<file path="src/rtl/regfile_ctrl_if.sv">
// Register-file access bundle: two read ports, one write port, sweep status.
// master drives addresses/write data; slave (regfile_ctrl) returns read data and status.
interface regfile_ctrl_if;
   logic [4:0]  ReadRegister1;
   logic [4:0]  ReadRegister2;
   logic [31:0] ReadData1;
   logic [31:0] ReadData2;
   logic [4:0]  WriteRegister;
   logic [31:0] WriteData;
   logic        RegWrite;
   logic        Busy;
   logic        WriteDropped;

   modport master (
      output ReadRegister1, ReadRegister2, WriteRegister, WriteData, RegWrite,
      input  ReadData1, ReadData2, Busy, WriteDropped
   );

   modport slave (
      input  ReadRegister1, ReadRegister2, WriteRegister, WriteData, RegWrite,
      output ReadData1, ReadData2, Busy, WriteDropped
   );
endinterface

</file>
<file path="src/rtl/regfile_ctrl.sv">
// 31x32 register file with post-reset clear sweep; address 0 reads as zero.
// Optional macro REGFILE_BYPASS_EN forwards a same-cycle write to matching read ports.
module regfile_ctrl (
   input logic          Clk,
   input logic          Reset_n,
   regfile_ctrl_if.slave bus
);

   typedef enum logic {CLEAR, READY} state_t;

   state_t      state, state_nxt;
   logic [4:0]  idx, idx_nxt;
   logic        wdrop;
   logic        busy;
   logic        wr_en;
   logic [4:0]  wr_addr;
   logic [31:0] wr_data;
   logic [31:0] regs [1:31];

   assign busy             = (state == CLEAR);
   assign bus.Busy         = busy;
   assign bus.WriteDropped = wdrop;

   always_ff @(posedge Clk or negedge Reset_n) begin
      if (!Reset_n) begin
         state <= CLEAR;
         idx   <= 5'd1;
         wdrop <= 1'b0;
      end else begin
         state <= state_nxt;
         idx   <= idx_nxt;
         wdrop <= bus.RegWrite & busy;
      end
   end

   // The sweep and external writes share one storage write port.
   always_comb begin
      state_nxt = state;
      idx_nxt   = idx;
      wr_en     = 1'b0;
      wr_addr   = bus.WriteRegister;
      wr_data   = bus.WriteData;
      case (state)
         CLEAR: begin
            wr_en   = 1'b1;
            wr_addr = idx;
            wr_data = '0;
            if (idx == 5'd31) begin
               state_nxt = READY;
            end else begin
               idx_nxt = idx + 5'd1;
            end
         end
         READY: begin
            wr_en = bus.RegWrite && (bus.WriteRegister != '0);
         end
         default: state_nxt = CLEAR;
      endcase
   end

   // Storage is deliberately not reset; only the sweep zeroes it.
   always_ff @(posedge Clk) begin
      if (wr_en) begin
         regs[wr_addr] <= wr_data;
      end
   end

   function automatic logic [31:0] read_port(input logic [4:0] addr);
      logic [31:0] val;
      val = '0;
      if (!busy && (addr != '0)) begin
`ifdef REGFILE_BYPASS_EN
         if (bus.RegWrite && (bus.WriteRegister == addr)) begin
            val = bus.WriteData;
         end else begin
            val = regs[addr];
         end
`else
         val = regs[addr];
`endif
      end
      return val;
   endfunction

   always_comb begin
      bus.ReadData1 = read_port(bus.ReadRegister1);
   end

   always_comb begin
      bus.ReadData2 = read_port(bus.ReadRegister2);
   end

endmodule

</file>
<file path="src/flat_wrapper.sv">
// flat-port wrapper written by rule: the top's interface ports become plain ports
module regfile_ctrl_flat 
  (Clk, Reset_n, bus_ReadRegister1, bus_ReadRegister2, bus_WriteRegister, bus_WriteData, bus_RegWrite, bus_ReadData1, bus_ReadData2, bus_Busy, bus_WriteDropped);
  regfile_ctrl_if bus_i ();
  input logic Clk;
  input logic Reset_n;
  input wire logic [$bits(bus_i.ReadRegister1)-1:0] bus_ReadRegister1;
  input wire logic [$bits(bus_i.ReadRegister2)-1:0] bus_ReadRegister2;
  input wire logic [$bits(bus_i.WriteRegister)-1:0] bus_WriteRegister;
  input wire logic [$bits(bus_i.WriteData)-1:0] bus_WriteData;
  input wire logic [$bits(bus_i.RegWrite)-1:0] bus_RegWrite;
  output wire logic [$bits(bus_i.ReadData1)-1:0] bus_ReadData1;
  output wire logic [$bits(bus_i.ReadData2)-1:0] bus_ReadData2;
  output wire logic [$bits(bus_i.Busy)-1:0] bus_Busy;
  output wire logic [$bits(bus_i.WriteDropped)-1:0] bus_WriteDropped;
  assign bus_i.ReadRegister1 = bus_ReadRegister1;
  assign bus_i.ReadRegister2 = bus_ReadRegister2;
  assign bus_i.WriteRegister = bus_WriteRegister;
  assign bus_i.WriteData = bus_WriteData;
  assign bus_i.RegWrite = bus_RegWrite;
  assign bus_ReadData1 = bus_i.ReadData1;
  assign bus_ReadData2 = bus_i.ReadData2;
  assign bus_Busy = bus_i.Busy;
  assign bus_WriteDropped = bus_i.WriteDropped;
  regfile_ctrl u_core (.Clk(Clk), .Reset_n(Reset_n), .bus(bus_i));
endmodule
</file>
<file path="config.mk">
export PLATFORM = sky130hd
export DESIGN_NAME = regfile_ctrl_flat
export DESIGN_NICKNAME = d
export VERILOG_FILES = /design/src/rtl/regfile_ctrl_if.sv /design/src/rtl/regfile_ctrl.sv /design/src/flat_wrapper.sv
export SDC_FILE = /design/constraint.sdc
export NUM_CORES = 1
export LEC_CHECK = 0
export BUFFER_PORTS_ARGS = -buffer_cell sky130_fd_sc_hd__buf_2
export CORE_MARGIN = 3
export CORE_UTILIZATION = 57
export DETAILED_ROUTE_END_ITERATION = 12
export GPL_ROUTABILITY_DRIVEN = 0
export HOLD_SLACK_MARGIN = 0.02
export PLACE_DENSITY = 0.74
export SYNTH_ARGS = -nofsm -noshare
export SYNTH_HDL_FRONTEND = slang
export SYNTH_SLANG_ARGS = --single-unit
</file>
<file path="constraint.sdc">
create_clock -name Clk -period 3.13 [get_ports Clk]
set_input_delay 0.313 -clock Clk [delete_from_list [all_inputs] [get_ports Clk]]
set_output_delay 0.313 -clock Clk [all_outputs]
set_load 0.005 [all_outputs]
</file>
==> out/qor.yml, run 1 <==
layout:
  final_cells: 4069
  drive_gt1_frac: 0.344
  insertedDiodeCount: 0
  syn2layout_area_growth_pct: 14.6
  fillers: 5301
  stdcell_area_sq_mm: 0.0540
  final_util: 0.665
  nets: 2980
setup_path:
  arrival_ns: 2.81
  path_max_fanout: 20
  critPathCapture: "bus_ReadData1[5]"
  r2r_cells: 4
  critPathLaunchType: "register"
  r2r-start: "u_core.state"
  cp.required_ns: 2.82
  worst_setup_path_end_kind: "output port"
  r2r_setup_slack_ns: 0.42
  critPathLaunch: "u_core.state"
  critical_path_class: "reg2out"
  r2r-end: "u_core.regs[29][9]"
sta:
  fmax_ghz: 0.320
  fin_crit_sh: 0.998
  relSlewSlack: 0.157
  rsz0062_at_grt: "false"
  skew_ns: 0.0213
  holdWs_ns: 0.141
  worst_pin_slew_ns: 1.26
  hold_violations: 0
  finalSetupViolCount: 0
  finalSetupTns_ns: 0
  layout_setup_ws_ns: 0.00615
  slew_violations: 0
  fin_crit_ns: 3.12
synth:
  ys_types: 49
  yosys_warnings: 0
  synth_edf_count: 992
  synth_area_per_cell_sq_um: 17.5
  async_flop_share: 0.00701
  synth_top_area_frac: 0.632
  synth.most_common_cell: "edfxtp_1"
  netlist_instances: 2700
  ys_ff_latch: 999
  synth.yosys.seq_area_share: 0.636
  ys.flop_type: "edfxtp_1"
  ys_top_cells_by_count: "edfxtp_1 (992), mux4_2 (287), mux2i_1 (239)"
  syn_area_sq_mm: 0.0471
  netlist_top_cells_area: "edfxtp_1 (63%), mux4_2 (14%), mux2i_1 (5.1%)"
  syn-num-nets: 2752
  yosys.area.top_type: "edfxtp_1"
floorplan:
  start_util: 0.580
  dieArea_sq_mm: 0.0862
  die_w_um: 294
  top_level_ports: 116
  die_h_um: 294
  core_area_sq_mm: 0.0812
  num_rows: 104
detailed_routing:
  viasPerCell: 7.47
  drtAntennaViolNets: 0
  routed_wl_um: 146000
  drt_iter0_drc: 4636
  vias: 30400
  drtPass1Iterations: 8
  routedWlPerCell_um: 36.0
  drc: 0
power_and_ir_drop:
  ir_drop_mv: 0.481
  p_leak_nw: 17.7
  cellPowerDensity_mw_per_mm2: 543
  p_total_mw: 29.3
global_routing:
  overflow: 0
  grt_pass1_vias: 30600
  grt_use_total: 0.339
  antenna_found_initial: 7
  grt_pass1_wl_um: 211000
  grt_start_max_net_pins: 64
clock_tree:
  cts_tree: "done"
  clock_sink_count: 999
  clkTransAtPathRegs_ns: 0.06
  cts_buffers: 101
  cts_max_level: 3
  cts_buffer_depth: 3
  clk_latency_ns: 0.66
  cts_setup_buffers: 0
  cts-root-buf: "clkbuf_16"
run:
  maxCapViolations: 0
placement:
  dp.cells: 3882
  dp_hpwl_um: 89800
  io_buffers: 115
  dpl_cell_area_sq_mm: 0.0507
  post-place-ws_ns: 0.114
outcome:
  status: "finished, final reports clean"
hold_path:
  hold_class: "in2async"
repair_timing:
action                     in CTS  in global routing
pin swaps                       0                  0
hold buffers                    3                  0
hold endpoints to repair        8                  0
resized for setup               5                  4
setup endpoints to repair       5                  3
gates cloned                    0                  0
kinds of logic (layout without fill, tap and decap cells):
| group | count (synthesis) | in the layout | share of synthesized area |
|---|---|---|---|
| AO/OA/AOI/OAI | 498 | 498 | 0.0809 |
| XOR/XNOR | 3 | 3 | 0.000558 |
| adder cells (fa/ha/maj) | 2 | 2 | 0.000531 |
| buffers and inverters | 237 | 546 | 0.0261 |
| flip-flops | 999 | 999 | 0.636 |
| multiplexers | 688 | 688 | 0.227 |
| AND/OR/NAND/NOR | 273 | 273 | 0.0294 |
power breakdown:
group | leakage [nW] | internal [mW] | total [mW] | switching [mW]
Clock | 1.58 | 6.70 | 11.8 | 5.11
Combinational | 7.16 | 1.08 | 2.75 | 1.67
Sequential | 9.00 | 14.7 | 14.8 | 0.00787
Total | 17.7 | 22.5 | 29.3 | 6.79
routing by layer:
layer | vias to the layer above | GRT usage | routed length [um]
li1 | 11900 | - | -
met2 | 2410 | 0.524 | 68100
met4 | 12 | 0.153 | 7160
met5 | - | 0.00721 | 138
met3 | 473 | 0.0796 | 19100
met1 | 15600 | 0.466 | 51900
flip-flops by register name (all words and copies together), names as in the netlist:
name and cells:
u_core.bus.WriteDropped 1, u_core.idx 5, u_core.state 1, u_core.regs 992
cell usage in the layout (no fill, tap or decap), types with 4 or more instances in the layout:
cell / instances
edfxtp_1: 992
mux4_2: 287
mux2i_1: 239
buf_4: 184
mux2_2: 162
buf_2: 108
clkbuf_16: 104
a22oi_1: 95
a221oi_1: 63
a211oi_1: 59
buf_12: 57
nor2b_1: 56
a21oi_1: 48
o21ai_0: 48
nor2_1: 43
nand3_1: 35
nor3_1: 34
and2_1: 33
nor2_4: 32
o22ai_1: 32
o221ai_1: 26
a221oi_2: 26
clkinv_2: 25
clkinv_1: 24
a311oi_1: 23
o32ai_1: 23
a21boi_0: 22
nand2_1: 17
clkbuf_1: 12
a211o_1: 10
bufinv_16: 8
a31oi_1: 6
nor2b_4: 5
o311ai_0: 5
dfrtp_1: 5
inv_1: 4
clkinv_4: 4
final cells by class:
class                   count  area, sq um  share of cell area
inverters                   4         15.0            0.000278
multi-input cells        1464        16300               0.302
clock buffers             116         2650              0.0490
well taps                1060         1330              0.0246
repair buffers            358         3170              0.0588
flip-flops and latches    999        30000               0.555
clock inverters            68          556              0.0103
worst max-delay path, cell delays in order (launching register included):
cell and delay (ns):
dfrtp_2 0.54, buf_4 0.32, nand2_2 0.26, buf_4 0.28
buf_4 0.20, o32ai_1 0.30, buf_2 0.22
worst min path at each step:
stage / cells after the start / startpoint / to / slack (ns)
after floorplan: 0 / Reset_n / u_core.bus.WriteDropped / 0.02
after global routing: 2 / Reset_n / u_core.idx[0] / 0.13
after detailed placement: 1 / Reset_n / u_core.bus.WriteDropped / 0.16
after CTS: 2 / Reset_n / u_core.idx[0] / 0.09
after global placement: 1 / Reset_n / u_core.bus.WriteDropped / 0.15
final: 2 / Reset_n / u_core.idx[0] / 0.14
No activity file was read; power rests on OpenSTA's default activity.
==> inputs of run 2 (changes only) <==
--- a/config.mk
+++ b/config.mk
@@ -11,7 +11,7 @@
 export DETAILED_ROUTE_END_ITERATION = 12
 export GPL_ROUTABILITY_DRIVEN = 0
 export HOLD_SLACK_MARGIN = 0.02
-export PLACE_DENSITY = 0.74
+export PLACE_DENSITY_LB_ADDON = 0.25
 export SYNTH_ARGS = -nofsm -noshare
 export SYNTH_HDL_FRONTEND = slang
 export SYNTH_SLANG_ARGS = --single-unit
==> run 2 against run 1 <==
Non-clock buffer count shrank 17; clock power increased by 5%; worst hold slack better by 0.00069 ns; flip-flop and latch count stayed put; final area grew 0.12%; setup slack got worse by 0.0040 ns; critical path depth decreased by 1; die area unchanged; critical endpoint is now bus_ReadData1[16]; largest cell class unchanged; largest power group unchanged.
==> out/qor.yml, run 2 (synthesized netlist as in run 1, its figures left out) <==
setup_path:
  critPathLaunchType: "register"
  crit_slowest_cell: "o32ai_1"
  path_max_fanout: 31  # +55%
  cp.required_ns: 2.82  # about the same
  path_buf_inv: 3  # -1
  path_cells: "buf_12 > nand2_2 > buf_4 > o32ai_1 > buf_2"
  worst_setup_path_end_kind: "output port"
  slowest_delay_ns: 0.65  # +0.11 ns
  arrival_ns: 2.81  # about the same
  crit_family: "buffers and inverters"
  critical_path_class: "reg2out"
power_and_ir_drop:
  p_seq_frac: 0.495  # -0.008
  p_comb_frac: 0.091  # -0.003
  p_total_mw: 29.8  # +1.8%
  swShare: 0.228  # -0.00354
  ir_drop_mv: 0.433  # -10%
  p_leak_nw: 17.7  # about the same
  p_clk_frac: 0.414  # +0.011
  switchingPower_mw: 6.80  # +0.21%
  internal_power_mw: 23.0  # +2.2%
  cellPowerDensity_mw_per_mm2: 552  # +1.6%
global_routing:
  grt_use_total: 0.334  # -0.00535
  overflow: 0  # unchanged
  antenna_found_initial: 2  # -5
  grt_pass1_wl_um: 208000  # -0.98%
  grt_pass1_vias: 30200  # -1.1%
  grt_start_max_net_pins: 66  # +3.1%
floorplan:
  dieArea_sq_mm: 0.0862  # unchanged
  num_rows: 104  # unchanged
  core_area_sq_mm: 0.0812  # unchanged
  die_w_um: 294  # unchanged
  top_level_ports: 116  # unchanged
  die_h_um: 294  # unchanged
  start_util: 0.580  # unchanged
detailed_routing:
  drc: 0  # unchanged
  drt_iter0_drc: 4443  # -4.2%
  vias: 30100  # -0.90%
  routedWlPerCell_um: 35.6  # -1.2%
  routed_wl_um: 144000  # -1.4%
  drtAntennaViolNets: 0  # unchanged
  viasPerCell: 7.42  # -0.70%
  drtPass1Iterations: 6  # -2
clock_tree:
  cts_buffers: 103  # +2.0%
  cts_tree: "done"
  cts_setup_buffers: 0  # unchanged
  cts_max_level: 3  # unchanged
  cts_buffer_depth: 3  # unchanged
  clkTransAtPathRegs_ns: 0.06  # about the same
  clock_sink_count: 999  # unchanged
  clk_latency_ns: 0.67  # about the same
  cts-root-buf: "clkbuf_16"
sta:
  slew_violations: 0  # unchanged
  finalSetupViolCount: 0  # unchanged
  hold_violations: 0  # unchanged
  fmax_ghz: 0.320  # -0.13%
  relSlewSlack: 0.185  # +0.0287
  worst_pin_slew_ns: 1.22  # -0.0391 ns
  fin_crit_ns: 3.13  # +0.00396 ns
  skew_ns: 0.0174  # -0.00389 ns
  fin_crit_sh: 0.999  # +0.00127
  rsz0062_at_grt: "false"
  finalSetupTns_ns: 0  # unchanged
run:
  maxCapViolations: 0  # unchanged
layout:
  syn2layout_area_growth_pct: 14.7
  largest_reg_flops: 992  # unchanged
  final_util: 0.666  # +0.000816
  layout_common_cells: "edfxtp_1 (992), mux4_2 (287), mux2i_1 (239)"
  nets: 2965  # -0.50%
  largest-register: "u_core.regs"
  drive_gt1_frac: 0.339  # -0.00419
  reg_top3: "u_core.regs x992, u_core.idx x5"
  final_common_cell: "edfxtp_1"
placement:
  io_buffers: 115  # unchanged
  dp_hpwl_um: 89700  # -0.19%
outcome:
  status: "finished, final reports clean"
hold_path:
  hold_class: "in2async"
[run 2: power by group through the flow]
| stage | clock network, mW | registers, mW | logic (mW) |
|---|---|---|---|
| after global placement | 0 | 15.0 | 2.59 |
| after CTS | 12.5 | 14.8 | 2.66 |
| after floorplan | 0 | 15.0 | 1.54 |
| after global routing | 13.0 | 14.7 | 2.82 |
| final | 12.4 | 14.8 | 2.72 |
| after detailed placement | 0 | 15.0 | 2.64 |
[run 2: layer usage]
layer | vias to the layer above | track usage | routed length [um]
met5 | - | 0 | 13
met1 | 15500 | 0.453 | 52500
met4 | 2 | 0.134 | 6060
li1 | 11900 | - | -
met3 | 416 | 0.0918 | 18400
met2 | 2378 | 0.520 | 67400
[run 2: worst register-to-register path: cells and delay by family, from the launching register on]
family,cells,cell delay [ns]
compound gates,1,0.54
buf+inv,1,0.46
flops,1,0.58
simple gates,2,0.59
[run 2: worst paths after layout]
check,start,endpoint,slack [ns],depth (start not counted)
worst max-delay path,u_core.state,bus_ReadData1[16],0.002,5
worst min-delay path,Reset_n,u_core.idx[0],0.14,2
worst max register to register,u_core.state,u_core.regs[17][6],0.56,4
worst min register to register,u_core.idx[0],u_core.idx[0],0.60,1
max in group asynchronous,Reset_n,u_core.state,2.27,3
min in group Clk,bus_WriteData[9],u_core.regs[4][9],0.28,3
[run 2: cell type report]
class,count,area (sq um)
Antenna cell,2,5.00
Timing Repair Buffer,341,3040
Tap cell,1060,1330
Inverter,4,15.0
Clock buffer,124,2740
Multi-Input combinational cell,1464,16300
Clock inverter,67,649
Sequential cell,999,30000
Fill cell,5380,27100
[run 2: stage by stage]
step	worst slack, ns	hold WS [ns]	cell area, sq um	instances
2_1_floorplan	0.202	0.0174	47100	2700
3_3_place_gp	0.0227	0.147	50600	3865
3_5_place_dp	0.0157	0.151	50600	3865
4_1_cts	0.0587	0.104	54000	4059
5_1_grt	0.0134	0.154	54100	4059
6_report	0.00219	0.142	54100	4061
[run 2: timing repair]
item / 4_1_cts / 5_1_grt
endpoints found under the hold margin: 8 / 0
hold buffers: 3 / 0
setup endpoints to repair: 5 / 7
gates resized for setup: 6 / 6
